<file path="src/rtl/ota_pdm_driver_pkg.sv">
// Shared types and constants for the OTA pulse-density-modulation driver.
package ota_pdm_driver_pkg;

    // Default PDM code width; a frame lasts 2**CODE_W clock cycles.
    localparam int CODE_W_DEFAULT = 8;

    // Driver control states: waiting for a code, or emitting a frame.
    typedef enum logic {
        IDLE = 1'b0,
        RUN  = 1'b1
    } state_t;

endpackage

</file>
<file path="src/rtl/pdm_accum.sv">
// First-order PDM accumulator. The carry out of acc + code is the PDM bit for
// the current cycle. Over 2**CODE_W consecutive enabled cycles that start from
// a cleared accumulator, the carry is high exactly `code` times.
module pdm_accum
    import ota_pdm_driver_pkg::*;
#(
    parameter int CODE_W = CODE_W_DEFAULT
) (
    input  logic              clk,
    input  logic              rst_n,
    input  logic              clr,
    input  logic              en,
    input  logic [CODE_W-1:0] code,
    output logic              pdm_bit
);

    logic [CODE_W-1:0] acc_q;
    logic [CODE_W:0]   sum;

    // Widen by one bit so the overflow of acc + code becomes the carry.
    always_comb begin
        sum     = {1'b0, acc_q} + {1'b0, code};
        pdm_bit = sum[CODE_W];
    end

    // Clear takes priority over stepping, so a new frame always starts from 0.
    always_ff @(posedge clk or negedge rst_n) begin
        if (!rst_n) begin
            acc_q <= '0;
        end else if (clr) begin
            acc_q <= '0;
        end else if (en) begin
            acc_q <= sum[CODE_W-1:0];
        end
    end

endmodule

</file>
<file path="src/rtl/ota_pdm_driver.sv">
// OTA differential PDM driver. Accepts a pulse-density code over a
// valid/ready handshake and drives vip/vin with a complementary PDM stream,
// one frame of 2**CODE_W cycles per accepted code. Frames chain without a gap
// when a new code is accepted in the last cycle of the current frame.
module ota_pdm_driver
    import ota_pdm_driver_pkg::*;
#(
    parameter int CODE_W = CODE_W_DEFAULT
) (
    input  logic              clk,
    input  logic              rst_n,
    input  logic              ena,
    input  logic [CODE_W-1:0] code_in,
    input  logic              code_valid,
    output logic              code_ready,
    output logic              vip,
    output logic              vin,
    output logic              busy,
    output logic              frame_done
);

    localparam int unsigned       FRAME_LEN   = 2 ** CODE_W;
    localparam logic [CODE_W-1:0] FCNT_LAST   = CODE_W'(FRAME_LEN - 1);
    localparam logic [CODE_W-1:0] FCNT_PENULT = CODE_W'(FRAME_LEN - 2);

    state_t            state_q;
    state_t            state_d;
    logic [CODE_W-1:0] code_q;
    logic [CODE_W-1:0] fcnt_q;
    logic              vip_q;
    logic              vin_q;
    logic              frame_done_q;

    logic              is_run;
    logic              last_cycle;
    logic              xfer;
    logic              acc_clr;
    logic              drive;
    logic              carry;

    // Frame position decode and handshake qualification.
    always_comb begin
        is_run     = (state_q == RUN);
        last_cycle = is_run && (fcnt_q == FCNT_LAST);
        code_ready = ena && ((state_q == IDLE) || last_cycle);
        xfer       = code_valid && code_ready;
        // A new code or a disable both restart the accumulator from zero.
        acc_clr    = xfer || !ena;
        // The bridge is only driven while a frame runs with the block enabled.
        drive      = is_run && ena;
    end

    // Next-state logic: disable wins, otherwise a frame ends or chains on its
    // last cycle depending on whether a new code was taken.
    always_comb begin
        state_d = state_q;
        if (!ena) begin
            state_d = IDLE;
        end else begin
            case (state_q)
                IDLE: begin
                    if (xfer) begin
                        state_d = RUN;
                    end
                end
                RUN: begin
                    if (last_cycle) begin
                        state_d = xfer ? RUN : IDLE;
                    end
                end
                default: state_d = IDLE;
            endcase
        end
    end

    // State register.
    always_ff @(posedge clk or negedge rst_n) begin
        if (!rst_n) begin
            state_q <= IDLE;
        end else begin
            state_q <= state_d;
        end
    end

    // Code register, loaded only on an accepted handshake.
    always_ff @(posedge clk or negedge rst_n) begin
        if (!rst_n) begin
            code_q <= '0;
        end else if (xfer) begin
            code_q <= code_in;
        end
    end

    // Frame cycle counter; wraps to 0 naturally after the last cycle.
    always_ff @(posedge clk or negedge rst_n) begin
        if (!rst_n) begin
            fcnt_q <= '0;
        end else if (acc_clr) begin
            fcnt_q <= '0;
        end else if (is_run) begin
            fcnt_q <= fcnt_q + 1'b1;
        end
    end

    pdm_accum #(
        .CODE_W (CODE_W)
    ) u_accum (
        .clk     (clk),
        .rst_n   (rst_n),
        .clr     (acc_clr),
        .en      (is_run),
        .code    (code_q),
        .pdm_bit (carry)
    );

    // Output drive registers; both legs are pulled low whenever not driving.
    always_ff @(posedge clk or negedge rst_n) begin
        if (!rst_n) begin
            vip_q <= 1'b0;
            vin_q <= 1'b0;
        end else begin
            vip_q <= drive & carry;
            vin_q <= drive & ~carry;
        end
    end

    // frame_done is registered one cycle early so it is high exactly while
    // the counter sits on the last frame cycle.
    always_ff @(posedge clk or negedge rst_n) begin
        if (!rst_n) begin
            frame_done_q <= 1'b0;
        end else begin
            frame_done_q <= drive && !xfer && (fcnt_q == FCNT_PENULT);
        end
    end

    assign vip        = vip_q;
    assign vin        = vin_q;
    assign busy       = is_run;
    assign frame_done = frame_done_q;

endmodule

</file>
<file path="config.mk">
export PLATFORM = sky130hd
export DESIGN_NAME = ota_pdm_driver
export DESIGN_NICKNAME = d
export VERILOG_FILES = /design/src/rtl/ota_pdm_driver_pkg.sv /design/src/rtl/pdm_accum.sv /design/src/rtl/ota_pdm_driver.sv
export SDC_FILE = /design/constraint.sdc
export NUM_CORES = 1
export LEC_CHECK = 0
export BUFFER_PORTS_ARGS = -buffer_cell sky130_fd_sc_hd__buf_4
export CELL_PAD_IN_SITES_DETAIL_PLACEMENT = 1
export CELL_PAD_IN_SITES_GLOBAL_PLACEMENT = 2
export CORE_MARGIN = 1.5
export CORE_UTILIZATION = 40
export CTS_CLUSTER_DIAMETER = 100
export DETAILED_ROUTE_END_ITERATION = 16
export PLACE_DENSITY_LB_ADDON = 0.25
export SLEW_MARGIN = 15
export SYNTH_ARGS = -nofsm -noshare
export SYNTH_HDL_FRONTEND = slang
export SYNTH_SLANG_ARGS = --single-unit
</file>
<file path="constraint.sdc">
create_clock -name clk -period 2.7 [get_ports clk]
set_input_delay 0.135 -clock clk [delete_from_list [all_inputs] [get_ports clk]]
set_output_delay 0.135 -clock clk [all_outputs]
set_load 0.005 [all_outputs]
</file>
==> results of run 1 <==
cell type report:
cell class | count | area (um^2)
inverter | 3 | 11.26
timing repair buffer | 18 | 137.6
clock buffer | 4 | 55.05
sequential | 28 | 700.7
multi-input combinational | 108 | 809.5
tap | 48 | 60.06
fill | 411 | 1887
per-stage QoR:
stage            util  cell area [um^2]  std cells  worst slack (ns)  hold WS [ns]
2_1_floorplan       -              1525        140            0.8677       -0.1606
3_3_place_gp   0.4668              1709        204            0.7615       0.07875
3_5_place_dp   0.4668              1709        204            0.7119       0.07922
4_1_cts        0.4846              1774        209            0.6930       0.07731
5_1_grt        0.4846              1774        209            0.5026       0.07599
6_report       0.4846              1774        209            0.6770       0.08839
timing repair:
| item | 4_1_cts | 5_1_grt |
|---|---|---|
| buffers inserted | 0 | 0 |
| hold buffers | 1 | 0 |
| endpoints found under the hold margin | 28 | 0 |
| setup endpoints to repair | 0 | 0 |
registers in the layout (all words and copies together), names as in the netlist:
signal	cells
vip	1
frame_done	1
fcnt_q	8
u_accum.acc_q	8
vin	1
busy	1
code_q	8
worst max-delay path: stages, from the launching register on:
cell and delay [ns]:
dfrtp_1 0.40, ha_1 0.25, fa_1 0.44, a211oi_1 0.23, o21ai_0 0.18, a21o_1 0.19
a32o_1 0.25
power breakdown:
group / switching (W) / internal (W) / total [W]
sequential: 0.0000284 / 0.000460 / 0.000488
clock: 0.000128 / 0.000130 / 0.000259
combinational: 0.000128 / 0.000125 / 0.000252
total: 0.000284 / 0.000715 / 0.000999
worst paths after layout:
check / start / cells after the start / end
worst max-delay path: code_q[0] / 6 / u_accum.acc_q[6]
worst min-delay path: code_in[7] / 2 / code_q[7]
worst max register to register: code_q[0] / 6 / u_accum.acc_q[6]
worst min register to register: u_accum.acc_q[3] / 2 / u_accum.acc_q[3]
max in group asynchronous: rst_n / 2 / busy
min in group asynchronous: rst_n / 2 / code_q[6]
cells by family after synthesis:
group           synth area share
buf+inv                 0.009841
xor+xnor                 0.02297
compound gates            0.2076
simple gates              0.1460
mux                      0.05907
flops                     0.4594
fa+ha+maj                0.09516
routing by layer:
layer / share of wire / up-vias
met4: 0.0071 / 0
met2: 0.48 / 13
li1: - / 567
met3: 0.025 / 2
met5: 0 / -
met1: 0.48 / 583
layout by cell type (no fill, tap or decap), drive strengths merged, types with 3 or more instances in the layout:
master	synthesis	layout
a211oi	4	4
a21o	8	8
a21oi	4	4
a32o	3	3
buf	0	17
clkbuf	1	4
dfrtp	28	28
ha	10	10
inv	3	3
mux2	8	8
nand2	12	12
nand3	7	7
nor2	6	6
nor3	3	3
o21ai	17	17
xor2	3	3
==> results by group, run 1 <==
Detailed routing
  • WL/cell: 15.61 um
  • Detail Route Antenna Nets: 0
  • Final wirelength: ~3300 um
  • DR pass1 iterations: 4
  • Drt drc: 0
  • Vias: 1165
  • DR iter-0 viols: 29
  • Drt via density: 5.574

Final layout
  • Ant diodes: 0
  • NumNets Final: 185
  • Share of cells above drive strength 1: 0.2298
  • Syn-to-layout area delta: 16.32%

Clock tree
  • Max Root-Sink Buffers: 2
  • CTS HTree Levels: 1
  • Clock Sinks: 28
  • Worst skew pair latency: approximately 0.27 ns
  • CTS tree: built
  • Clock Tree Root: clkbuf_8
  • Post-CTS resize count: 0
  • Clock-pin slew on the worst setup and hold paths: about 0.09 ns
  • Total CTS buffers: 3

Setup path
  • Critical Path AT: about 2.2 ns
  • Crit start category: flip-flop
  • CP max FO: 3
  • Worst Setup Path Type: reg2reg
  • CP required: between 2 and 3 ns
  • CP Capture Type: flip-flop
  • Reg2reg setup slack: slightly below 0.7 ns

Timing
  • Hold Vio Cnt, Final: 0
  • Final Setup Violations: 0
  • Max-slew violations: 0
  • Clock skew: roughly 0.0020 ns
  • Final Critical Period: approximately 2 ns
  • Fin crit share: 0.7492
  • Slew @ Worst Pin: a little under 0.7 ns
  • Slew headroom: 0.5419
  • Total negative slack: 0 ns
  • Unrepaired setup endpoints after global routing: no
  • Achievable frequency: approximately 490 MHz

Global routing
  • GR Util met3: 0.03125
  • Gr usage total: 0.1815
  • GRT Max-Usage Layer: met2
  • Met1 Resource Use GR: 0.2267
  • Vias in the first global route: about 1.3k
  • Gr ovfl total: 0
  • Met2 global-route usage: 0.3222
  • Initial antenna violation count: 0
  • First-pass GRT wire length: slightly below 6000 um
  • Pin count of the biggest net entering global routing: 29

Synthesis
  • Fraction of registers with async set/reset: 1.000
  • Post-Syn Area: 1525 um^2
  • Largest cells by area after synthesis: dfrtp_1 (46%), ha_1 (8.2%), mux2_2 (5.9%), o21ai_0 (5.6%), a21o_1 (3.9%)
  • Cells after Synth: 140
  • Sequential share of the synthesized area: 0.4594
  • Most frequent cells after synthesis: dfrtp_1 (28), o21ai_0 (17), nand2_1 (12)
  • Syn Area/Cell: about 11 um^2
  • Syn Nets: 163
  • Synth Register Bits: 28
  • EDFF count, synth: 0
  • Most numerous cell in the Yosys netlist: dfrtp_1
  • Predominant post-synthesis flop cell: dfrtp_1
  • Synth area leader: dfrtp_1
  • Cell variety after synth: 36
  • Top cell type's share of synthesized area: 0.4594
  • Count of warnings emitted by yosys: 0

Die
  • Die W: 64.75 um
  • FP Rows: 22
  • Initial core utilization: 0.4166
  • Full die area: between 4000 and 5000 um^2
  • Io pins: 17
  • Core box area: 3661 um^2
  • Chip height: 64.75 um

Power
  • Max VDD drop: about 260 uV
  • Pleak: around 0.85 nW
  • Total Power: approximately 0.0010 W
  • Power per cell area: approximately 560 nW/um^2

Placement
  • Gpl congestion: 0.7551
  • IO Port Bufs: 16
  • Hpwl dp: ~2400 um

Run status
  • Status: complete, no violations

Min path
  • Worst Hold Class: in2reg

Run
  • Maximum capacitance violations: 0
Power figures use the tool's default switching activity.
==> inputs of run 2 (changes only) <==
Settings changed: CORE_UTILIZATION 40 to 37.
Clock period 2.7 ns to 2 ns, I/O delays scaled along.
==> run 2 against run 1 <==
Core utilization is 2.6 points lower. Setup slack worse by 0.59 ns. Wire length is 1.6% higher. Critical path type unchanged. Sequential share of layout area is 1.0 points lower. Total power is 36% higher. First-iteration DRC count is 55% higher. Die area is 7.7% higher. Maximum frequency is 5.8% higher. Combinational power is 40% higher. Largest cell class unchanged. Worst hold slack worse by 0.034 ns.
==> results by group, run 2 (synthesis results as in run 1) <==
Run status
  • Status: complete, no violations (unchanged)

Clock tree
  • Total CTS buffers: 3 (unchanged)
  • Worst skew pair latency: 0.27 ns (about the same)
  • Clock Tree Root: clkbuf_8 (unchanged)
  • Max Root-Sink Buffers: 2 (unchanged)
  • CTS tree: built (unchanged)
  • Clock-pin slew on the worst setup and hold paths: 0.10 ns (was 0.09 ns)
  • CTS HTree Levels: 1 (unchanged)
  • Clock Sinks: 28 (unchanged)

Setup path
  • CP Capture Type: flip-flop (unchanged)
  • Worst Setup Path Type: reg2reg (unchanged)
  • FF-to-FF Start: code_q[4] (was code_q[0])
  • Delay of the slowest critical-path stage: 0.39 ns (was 0.44 ns)
  • R2R cell count: 5 (was 6)
  • Crit start category: flip-flop (unchanged)
  • Critical path, cell by cell: ha_1 > or2_2 > o211a_1 > a211o_1 > a32o_1 (was ha_1 > fa_1 > a211oi_1 > o21ai_0 > a21o_1 > a32o_1)
  • Slowest-stage cell, CP: dfrtp_1 (was fa_1)
  • Delay-heaviest family, CP: compound AO/OA/AOI/OAI gates (unchanged)
  • WP buf/inv: 0 (unchanged)
  • CP max FO: 3 (unchanged)
  • Critical Path AT: 2.08 ns (was 2.19 ns)
  • Reg2reg end: u_accum.acc_q[7] (was u_accum.acc_q[6])
  • Reg2reg setup slack: 0.09 ns (was 0.68 ns)
  • CP required: 2.17 ns (was 2.87 ns)

Detailed routing
  • Drt drc: 0 (unchanged)
  • WL/cell: 15.42 um (was 15.61 um)
  • DR pass1 iterations: 4 (unchanged)
  • Final wirelength: 3315 um (was 3262 um)
  • DR iter-0 viols: 45 (was 29)
  • Detail Route Antenna Nets: 0 (unchanged)
  • Drt via density: 5.586 (was 5.574)
  • Vias: 1201 (was 1165)

Power
  • Combinational share of power: 0.261 (was 0.253)
  • Switching power of the nets: 0.0003821 W (was 0.0002844 W)
  • Net Sw Frac: 0.2817 (was 0.2845)
  • Cell Int Power: 0.0009743 W (was 0.0007151 W)
  • Flop pwr share: 0.486 (was 0.489)
  • Pleak: 0.8702 nW (was 0.8525 nW)
  • Clock power share: 0.253 (was 0.259)
  • Max VDD drop: 275.3 uV (was 262.1 uV)
  • Power per cell area: 744.6 nW/um^2 (was 563.3 nW/um^2)

Run
  • Maximum capacitance violations: 0 (unchanged)

Timing
  • Total negative slack: 0 ns (unchanged)
  • Hold slack: 0.05391 ns (was 0.08839 ns)
  • Final Setup Violations: 0 (unchanged)
  • Slew @ Worst Pin: 0.3692 ns (was 0.6871 ns)
  • Fin crit share: 0.9558 (was 0.7492)
  • Clock skew: 0.007657 ns (was 0.002032 ns)
  • Unrepaired setup endpoints after global routing: no (unchanged)
  • Slew headroom: 0.7539 (was 0.5419)
  • Final Critical Period: 1.912 ns (was 2.023 ns)
  • Achievable frequency: 523.1 MHz (was 494.3 MHz)
  • Max-slew violations: 0 (unchanged)
  • Hold Vio Cnt, Final: 0 (unchanged)

Min path
  • Hold Crit Start: code_in[6] (was code_in[7])
  • Hold Path Sink: code_q[6] (was code_q[7])
  • Worst Hold Depth: 2 (unchanged)
  • Worst Hold Class: in2reg (unchanged)

Global routing
  • Initial antenna violation count: 0 (unchanged)
  • First-pass GRT wire length: 5768 um (was 5899 um)
  • Gr usage total: 0.1672 (was 0.1815)
  • Met1 Resource Use GR: 0.2097 (was 0.2267)
  • Gr ovfl total: 0 (unchanged)
  • Met2 global-route usage: 0.2983 (was 0.3222)
  • Vias in the first global route: 1233 (was 1286)
  • GR Util met3: 0.02167 (was 0.03125)
  • GRT Max-Usage Layer: met2 (unchanged)
  • Pin count of the biggest net entering global routing: 29 (unchanged)

Die
  • Die W: 67.21 um (was 64.75 um)
  • Initial core utilization: 0.3841 (was 0.4166)
  • Chip height: 67.21 um (was 64.75 um)
  • Full die area: 4517 um^2 (was 4193 um^2)
  • FP Rows: 23 (was 22)
  • Core box area: 3971 um^2 (was 3661 um^2)
  • Io pins: 17 (unchanged)

Final layout
  • Syn-to-layout area delta: 19.44% (was 16.32%)
  • Filler Cells Inserted: 441 (was 411)
  • Ant diodes: 0 (unchanged)
  • Largest regs: code_q x8, fcnt_q x8, u_accum.acc_q x8 (unchanged)
  • Most common cell after layout, fill and taps aside: dfrtp_1 (unchanged)
  • Most frequent cells in the layout: dfrtp_1 (28), buf_4 (21), o21ai_0 (17), nand2_1 (12), ha_1 (9) (was dfrtp_1 (28), o21ai_0 (17), buf_4 (17), nand2_1 (12), ha_1 (10))
  • Layout Utilization: 0.4587 (was 0.4846)
  • NumNets Final: 189 (was 185)
  • Share of cells above drive strength 1: 0.2727 (was 0.2298)

Placement
  • Hpwl dp: 2502 um (was 2427 um)
  • Gpl congestion: 0.7450 (was 0.7551)
  • IO Port Bufs: 16 (unchanged)
## run 2: cell count changes in the layout (fill, tap and decap cells not counted)
cell	before	now
fa_1	1	0
a211oi_2	0	2
ha_2	0	1
ha_1	10	9
a211oi_1	4	2
buf_4	17	21
fa_2	0	1
## run 2: worst max-delay path by stage
stage | from | to | slack [ns] | depth (start not counted)
floorplan | code_q[0] | u_accum.acc_q[6] | 0.17 | 6
global placement | code_q[0] | u_accum.acc_q[6] | 0.05 | 6
detailed placement | code_q[0] | u_accum.acc_q[6] | -0.02 | 6
CTS | u_accum.acc_q[0] | u_accum.acc_q[6] | 0.02 | 6
global route | code_q[4] | u_accum.acc_q[7] | 0.02 | 5
finish | code_q[4] | u_accum.acc_q[7] | 0.09 | 5
## run 2: layer usage
layer,wire length [um],vias up,part of all wire
met5,0,-,0
met1,1511,613,0.46
met4,26,0,0.0078
li1,-,578,-
met2,1724,8,0.52
met3,53,2,0.016
## run 2: power groups by stage
| stage | logic (W) | registers [W] | clock network (W) |
|---|---|---|---|
| after detailed placement | 0.000347 | 0.000671 | 0 |
| after global routing | 0.000397 | 0.000668 | 0.000377 |
| after global placement | 0.000336 | 0.000666 | 0 |
| final | 0.000354 | 0.000660 | 0.000343 |
| after floorplan | 0.000247 | 0.000661 | 0 |
| after CTS | 0.000353 | 0.000661 | 0.000361 |
## run 2: stage by stage
step,setup WS [ns],instance area (um^2),total power (W),instances
detailed placement,-0.01795,1742,0.001019,210
global route,0.01625,1822,0.001442,215
global placement,0.05075,1742,0.001002,210
CTS,0.01819,1809,0.001376,215
floorplan,0.1677,1525,0.0009078,140
finish,0.08845,1822,0.001356,215
## run 2: what timing repair did
action,CTS,global route
hold endpoints to repair,28,0
setup buffers,0,0
hold buffers,1,0
gates resized for setup,1,3
setup endpoints to repair,1,3
## run 2: area by class of cell
cell class | instances | area, um^2 | share of cell area
flip-flops and latches | 28 | 700.7 | 0.3846
repair buffers | 22 | 167.7 | 0.09203
clock buffers | 4 | 55.05 | 0.03022
multi-input cells | 108 | 824.5 | 0.4526
inverters | 3 | 11.26 | 0.006181
well taps | 50 | 62.56 | 0.03434
